==> config.mk <==
export PLATFORM = sky130hd
export DESIGN_NAME = hamming_decode_engine_flat
export DESIGN_NICKNAME = d
export VERILOG_FILES = /design/src/rtl/hamming_decode_engine_if.sv /design/src/rtl/hamming_decode_engine.sv /design/src/flat_wrapper.sv
export SDC_FILE = /design/constraint.sdc
export NUM_CORES = 1
export LEC_CHECK = 0
export CAP_MARGIN = 15
export CORE_MARGIN = 1
export CORE_UTILIZATION = 50
export DETAILED_ROUTE_END_ITERATION = 10
export GPL_ROUTABILITY_DRIVEN = 0
export PLACE_DENSITY = 0.76
export SLEW_MARGIN = 5
export SYNTH_ARGS = -nofsm -noshare
export SYNTH_HDL_FRONTEND = slang
export SYNTH_SLANG_ARGS = --single-unit
==> constraint.sdc <==
create_clock -name clk -period 2.67 [get_ports clk]
set_input_delay 0.801 -clock clk [delete_from_list [all_inputs] [get_ports clk]]
set_output_delay 0.801 -clock clk [all_outputs]
set_load 0.1 [all_outputs]
==> src/rtl/hamming_decode_engine_if.sv <==
// Byte-wide memory port shared by the decode engine (master) and the data
// memory (slave). Read data is combinational for the address driven this cycle.
interface hamming_decode_engine_if;
    logic [7:0] mem_addr;
    logic [7:0] mem_rd_data;
    logic       mem_wr_en;
    logic [7:0] mem_wr_data;

    modport master (
        output mem_addr,
        output mem_wr_en,
        output mem_wr_data,
        input  mem_rd_data
    );

    modport slave (
        input  mem_addr,
        input  mem_wr_en,
        input  mem_wr_data,
        output mem_rd_data
    );
endinterface

==> src/rtl/hamming_decode_engine.sv <==
// SECDED decoder for a block of Hamming(16,11) words held in byte memory.
// Each word is read as two bytes, corrected or flagged, and written back as
// {flags, data} in two bytes. Five cycles per word; done is held until the
// next start.
module hamming_decode_engine #(
    parameter int         NUM_WORDS = 15,
    parameter logic [7:0] SRC_BASE  = 8'd30,
    parameter logic [7:0] DST_BASE  = 8'd0
) (
    input  logic                           clk,
    input  logic                           reset,
    input  logic                           start,
    output logic                           done,
    output logic [3:0]                     single_cnt,
    output logic [3:0]                     double_cnt,
    hamming_decode_engine_if.master        mem
);

    localparam logic [2:0] S_IDLE   = 3'd0;
    localparam logic [2:0] S_RD_LO  = 3'd1;
    localparam logic [2:0] S_RD_HI  = 3'd2;
    localparam logic [2:0] S_DECODE = 3'd3;
    localparam logic [2:0] S_WR_LO  = 3'd4;
    localparam logic [2:0] S_WR_HI  = 3'd5;
    localparam logic [2:0] S_DONE   = 3'd6;

    localparam logic [7:0] LAST_IDX = 8'(NUM_WORDS - 1);

    logic [2:0]  state;
    logic [7:0]  idx;
    logic [7:0]  lo_byte;
    logic [7:0]  hi_byte;
    logic [7:0]  out_lo;
    logic [7:0]  out_hi;

    logic [15:0] cw;
    logic [3:0]  syn;
    logic        par;
    logic [15:0] fixed;
    logic [10:0] data;
    logic        flag_single;
    logic        flag_double;
    logic        unused_parity_bits;

    logic [7:0]  word_off;
    logic        last_word;

    // Each word occupies two bytes; offsets wrap with the 8-bit address space.
    assign word_off  = {idx[6:0], 1'b0};
    assign last_word = (idx == LAST_IDX);
    assign done      = (state == S_DONE);

    // Syndrome, overall parity and single-bit correction of the captured word.
    always_comb begin
        cw  = {hi_byte, lo_byte};
        // Syndrome bit b is the parity of every position whose index has bit b set.
        syn = {^(cw & 16'hFF00), ^(cw & 16'hF0F0), ^(cw & 16'hCCCC), ^(cw & 16'hAAAA)};
        par = ^cw;
        // syn == 0 with odd parity flips only p0, which never reaches the data.
        fixed       = par ? (cw ^ (16'h0001 << syn)) : cw;
        data        = {fixed[15:9], fixed[7:5], fixed[3]};
        flag_single = par;
        flag_double = !par && (syn != 4'd0);
    end

    // Parity positions are dropped once correction is done.
    assign unused_parity_bits = ^{fixed[8], fixed[4], fixed[2:0]};

    // Moore memory-port outputs decoded from the current state and index.
    always_comb begin
        // NOTE: every output gets a default first so no path leaves it unassigned and infers a latch.
        mem.mem_addr    = 8'd0;
        mem.mem_wr_en   = 1'b0;
        mem.mem_wr_data = 8'd0;
        case (state)
            S_RD_LO: mem.mem_addr = SRC_BASE + word_off;
            S_RD_HI: mem.mem_addr = SRC_BASE + word_off + 8'd1;
            S_WR_LO: begin
                mem.mem_addr    = DST_BASE + word_off;
                mem.mem_wr_en   = 1'b1;
                mem.mem_wr_data = out_lo;
            end
            S_WR_HI: begin
                mem.mem_addr    = DST_BASE + word_off + 8'd1;
                mem.mem_wr_en   = 1'b1;
                mem.mem_wr_data = out_hi;
            end
            default: ;
        endcase
    end

    // Sequencer, byte capture, result registers and saturating error counters.
    always_ff @(posedge clk) begin
        // NOTE: sequential state uses non-blocking assignments so every register samples pre-edge values.
        if (reset) begin
            state      <= S_IDLE;
            idx        <= 8'd0;
            lo_byte    <= 8'd0;
            hi_byte    <= 8'd0;
            out_lo     <= 8'd0;
            out_hi     <= 8'd0;
            single_cnt <= 4'd0;
            double_cnt <= 4'd0;
        end else begin
            case (state)
                S_IDLE, S_DONE: begin
                    if (start) begin
                        state      <= S_RD_LO;
                        idx        <= 8'd0;
                        single_cnt <= 4'd0;
                        double_cnt <= 4'd0;
                    end
                end
                S_RD_LO: begin
                    lo_byte <= mem.mem_rd_data;
                    state   <= S_RD_HI;
                end
                S_RD_HI: begin
                    hi_byte <= mem.mem_rd_data;
                    state   <= S_DECODE;
                end
                S_DECODE: begin
                    out_lo <= data[7:0];
                    out_hi <= {flag_double, flag_single, 3'b000, data[10:8]};
                    if (flag_single && single_cnt != 4'hF)
                        single_cnt <= single_cnt + 4'd1;
                    if (flag_double && double_cnt != 4'hF)
                        double_cnt <= double_cnt + 4'd1;
                    state <= S_WR_LO;
                end
                S_WR_LO: state <= S_WR_HI;
                S_WR_HI: begin
                    if (last_word) begin
                        state <= S_DONE;
                    end else begin
                        idx   <= idx + 8'd1;
                        state <= S_RD_LO;
                    end
                end
                default: state <= S_IDLE;
            endcase
        end
    end

endmodule

==> src/flat_wrapper.sv <==
// flat-port wrapper written by rule: the top's interface ports become plain ports
module hamming_decode_engine_flat 
#(
    parameter int         NUM_WORDS = 15,
    parameter logic [7:0] SRC_BASE  = 8'd30,
    parameter logic [7:0] DST_BASE  = 8'd0
)
  (clk, reset, start, done, single_cnt, double_cnt, mem_mem_addr, mem_mem_wr_en, mem_mem_wr_data, mem_mem_rd_data);
  hamming_decode_engine_if mem_i ();
  input  logic clk;
  input  logic reset;
  input  logic start;
  output logic done;
  output logic [3:0] single_cnt;
  output logic [3:0] double_cnt;
  output wire logic [$bits(mem_i.mem_addr)-1:0] mem_mem_addr;
  output wire logic [$bits(mem_i.mem_wr_en)-1:0] mem_mem_wr_en;
  output wire logic [$bits(mem_i.mem_wr_data)-1:0] mem_mem_wr_data;
  input wire logic [$bits(mem_i.mem_rd_data)-1:0] mem_mem_rd_data;
  assign mem_mem_addr = mem_i.mem_addr;
  assign mem_mem_wr_en = mem_i.mem_wr_en;
  assign mem_mem_wr_data = mem_i.mem_wr_data;
  assign mem_i.mem_rd_data = mem_mem_rd_data;
  hamming_decode_engine #(.NUM_WORDS(NUM_WORDS), .SRC_BASE(SRC_BASE), .DST_BASE(DST_BASE)) u_core (.clk(clk), .reset(reset), .start(start), .done(done), .single_cnt(single_cnt), .double_cnt(double_cnt), .mem(mem_i));
endmodule
==> impl_metrics.tcl <==
set metrics [dict create \
    synth_fp_nets 368 \
    fmax_mhz 384 \
    synthTopCellsByArea "dfxtp_1 33%, xor2_1 7.4%, mux2i_1 7.1%" \
    yosysTopAreaCell "dfxtp_1" \
    ant_nets 0 \
    cp-start-kind "flip-flop" \
    synth_edf_count 0 \
    cpPeakStageDelay_ns 0.35 \
    synth_cells 352 \
    tightest_slew_ns 0.767 \
    fin_hold_ws_ns 0.503 \
    dr.first_iter.drc_count 223 \
    clock_path_buffers 2 \
    slew_headroom_pct 48.4 \
    num_antenna_cells 0 \
    die_h_um 78.9 \
    grt_pass1_wl_um 11900 \
    vias_per_cell 5.79 \
    crit_chain "inv_1, ha_4, nor3b_2, buf_4, nor2_4, a31oi_4, a31oi_4, buf_12" \
    synth_top_area_share_pct 32.5 \
    post-place-cells 468 \
    crit_family "buffers and inverters" \
    drv_cap 0 \
    hpwlAfterDp_um 5370 \
    crit_fanout 3 \
    grt_max_degree 29 \
    clkLatencyLatePin_ns 0.32 \
    crit_top_cell "a31oi_4" \
    synthTopCellsByCount "56 x nor2_1, 48 x dfxtp_1, 25 x xor2_1" \
    core_area_sq_um 5610 \
    grt_pass1_vias 2608 \
    die_area_sq_um 6220 \
    clkTransAtPathRegs_ns 0.11 \
    grt_overflow 0 \
    clock-root-buffer "clkbuf_8" \
    fin_crit_sh_pct 97.5 \
    cts_tree "built" \
    worstHoldStart "u_core.idx[7]" \
    maxSlewViolCount 0 \
    cp_num_buf_inv 3 \
    crit_arrival_ns 1.80 \
    nFillCells 440 \
    wl_um 7320 \
    cts_made_buffers 5 \
    clkSinkCount 48 \
    fin_crit_ns 2.60 \
    yosysWarnings 0 \
    drcViolationCount 0 \
    hold_viol 0 \
    drive_gt1_share_pct 25.5 \
    setup_viol 0 \
    fin_util_pct 72.0 \
    synthDistinctLibCells 45 \
    grt_usage_pct 24.2 \
    stdcell_count 476 \
    powerDensity_nw_per_um2 543 \
    syn_area_per_cell_sq_um 8.39 \
    r2r-start "u_core.lo_byte[6]" \
    syn2layout_area_growth_pct 36.8 \
    routedWlPerCell_um 15.4 \
    die_w_um 78.9 \
    port_buffers 36 \
    ir_worst_vdd_mv 0.467 \
    seq_area_frac_synth_pct 32.5 \
    outcome "complete, no violations" \
    netlist_area_sq_um 2950 \
    antenna_found_initial 0 \
    setup_tns_ns 0 \
    initial_core_util_pct 52.7 \
    async_flop_share_pct 0 \
    required_ns 1.87 \
    fin_skew_ns 0.0145 \
    io_pins 37 \
    critPathSlowestCell "dfxtp_2" \
    leakagePower_nw 1.40 \
    yosys.cell_count.top_type "nor2_1" \
    holdCritPathClass "reg2reg" \
    nNetsFinal 419 \
    drt_pass1_iterations 5 \
    worstSetupStartpoint "u_core.idx[0]" \
    worst-setup-path-type "reg2out" \
    vias 2758 \
    num_rows 27 \
    synth-seq-cells 48 \
    end_kind "output port" \
    fin_total_pwr_mw 2.19 \
    htreeDepth 2 \
    synthFlopType "dfxtp_1" \
]
area by class of cell:
| type | instances | area [sq um] | area share [%] |
|---|---|---|---|
| Sequential cell | 48 | 966 | 23.9 |
| Clock buffer | 5 | 68.8 | 1.70 |
| Tap cell | 72 | 90.1 | 2.23 |
| Clock inverter | 3 | 46.3 | 1.15 |
| Timing Repair Buffer | 60 | 701 | 17.3 |
| Multi-Input combinational cell | 282 | 2140 | 53.0 |
| Inverter | 6 | 26.3 | 0.651 |
what timing repair did:
item | CTS | global route
hold buffers | 0 | 0
setup endpoints to repair | 3 | 4
buffers inserted | 0 | 0
gates resized for setup | 5 | 10
endpoints found under the hold margin | 0 | 0
worst min-delay path, cell delays in order (launching register included):
cell	delay, ns
dfxtp_1	0.34
o21ai_0	0.07
a21oi_1	0.06
cells in the final DEF (no fill, tap or decap), types with 5 or more instances in the layout:
cell and n:
buf_4 32, nand3_1 7, nand2_1 11, nor3_1 10
nor2_1 46, o22ai_1 11, clkdlybuf4s50_1 10, mux2i_1 21
nand4_1 7, dfxtp_1 44, xor2_1 25, a211oi_1 14
a21oi_1 12, buf_12 18, nor4_1 11, clkbuf_8 5
xnor2_1 15, nor2_4 9, o21ai_0 9
path summary, 6_finish.rpt:
check / to / slack, ns / cells past startpoint
max: mem_mem_addr[7] / 0.07 / 8
min: u_core.idx[7] / 0.50 / 2
max reg2reg: u_core.single_cnt[0] / 0.21 / 6
min reg2reg: u_core.idx[7] / 0.50 / 2
state kept, by name, summed over array words and instances (netlist names):
name               cells
u_core.out_lo          8
u_core.idx             8
u_core.double_cnt      4
u_core.lo_byte         8
u_core.single_cnt      4
u_core.state           3
u_core.hi_byte         8
u_core.out_hi          5
through the flow:
| stage | setup WS [ns] | instance area (sq um) |
|---|---|---|
| final | 0.0658 | 4040 |
| after global routing | -0.00916 | 4040 |
| after CTS | 0.00723 | 4000 |
| after detailed placement | -0.0374 | 3870 |
| after global placement | -0.00495 | 3870 |
| after floorplan | -0.144 | 3140 |
power by group:
part	switching, mW	leakage [nW]	internal (mW)
Sequential	0.0345	0.391	0.746
Clock	0.280	0.0548	0.283
Combinational	0.522	0.955	0.330
Total	0.836	1.40	1.36
logic make-up after synthesis:
family	share of synthesized area [%]
buffers and inverters	2.80
multiplexers	7.12
XOR/XNOR	16.7
AND/OR/NAND/NOR	24.3
flip-flops	32.5
AO/OA/AOI/OAI	14.5
adder cells (fa/ha/maj)	2.12
per-layer routing:
layer  global-route usage (%)  share of wire [%]  vias to the layer above
li1                         -                  -                     1365
met1                     29.6                 40                     1284
met2                     42.2                 53                       93
met3                     3.79                4.7                       16
met4                     10.4                2.3                        0
met5                        0                  0                        -
No activity file was read; power rests on OpenSTA's default activity.
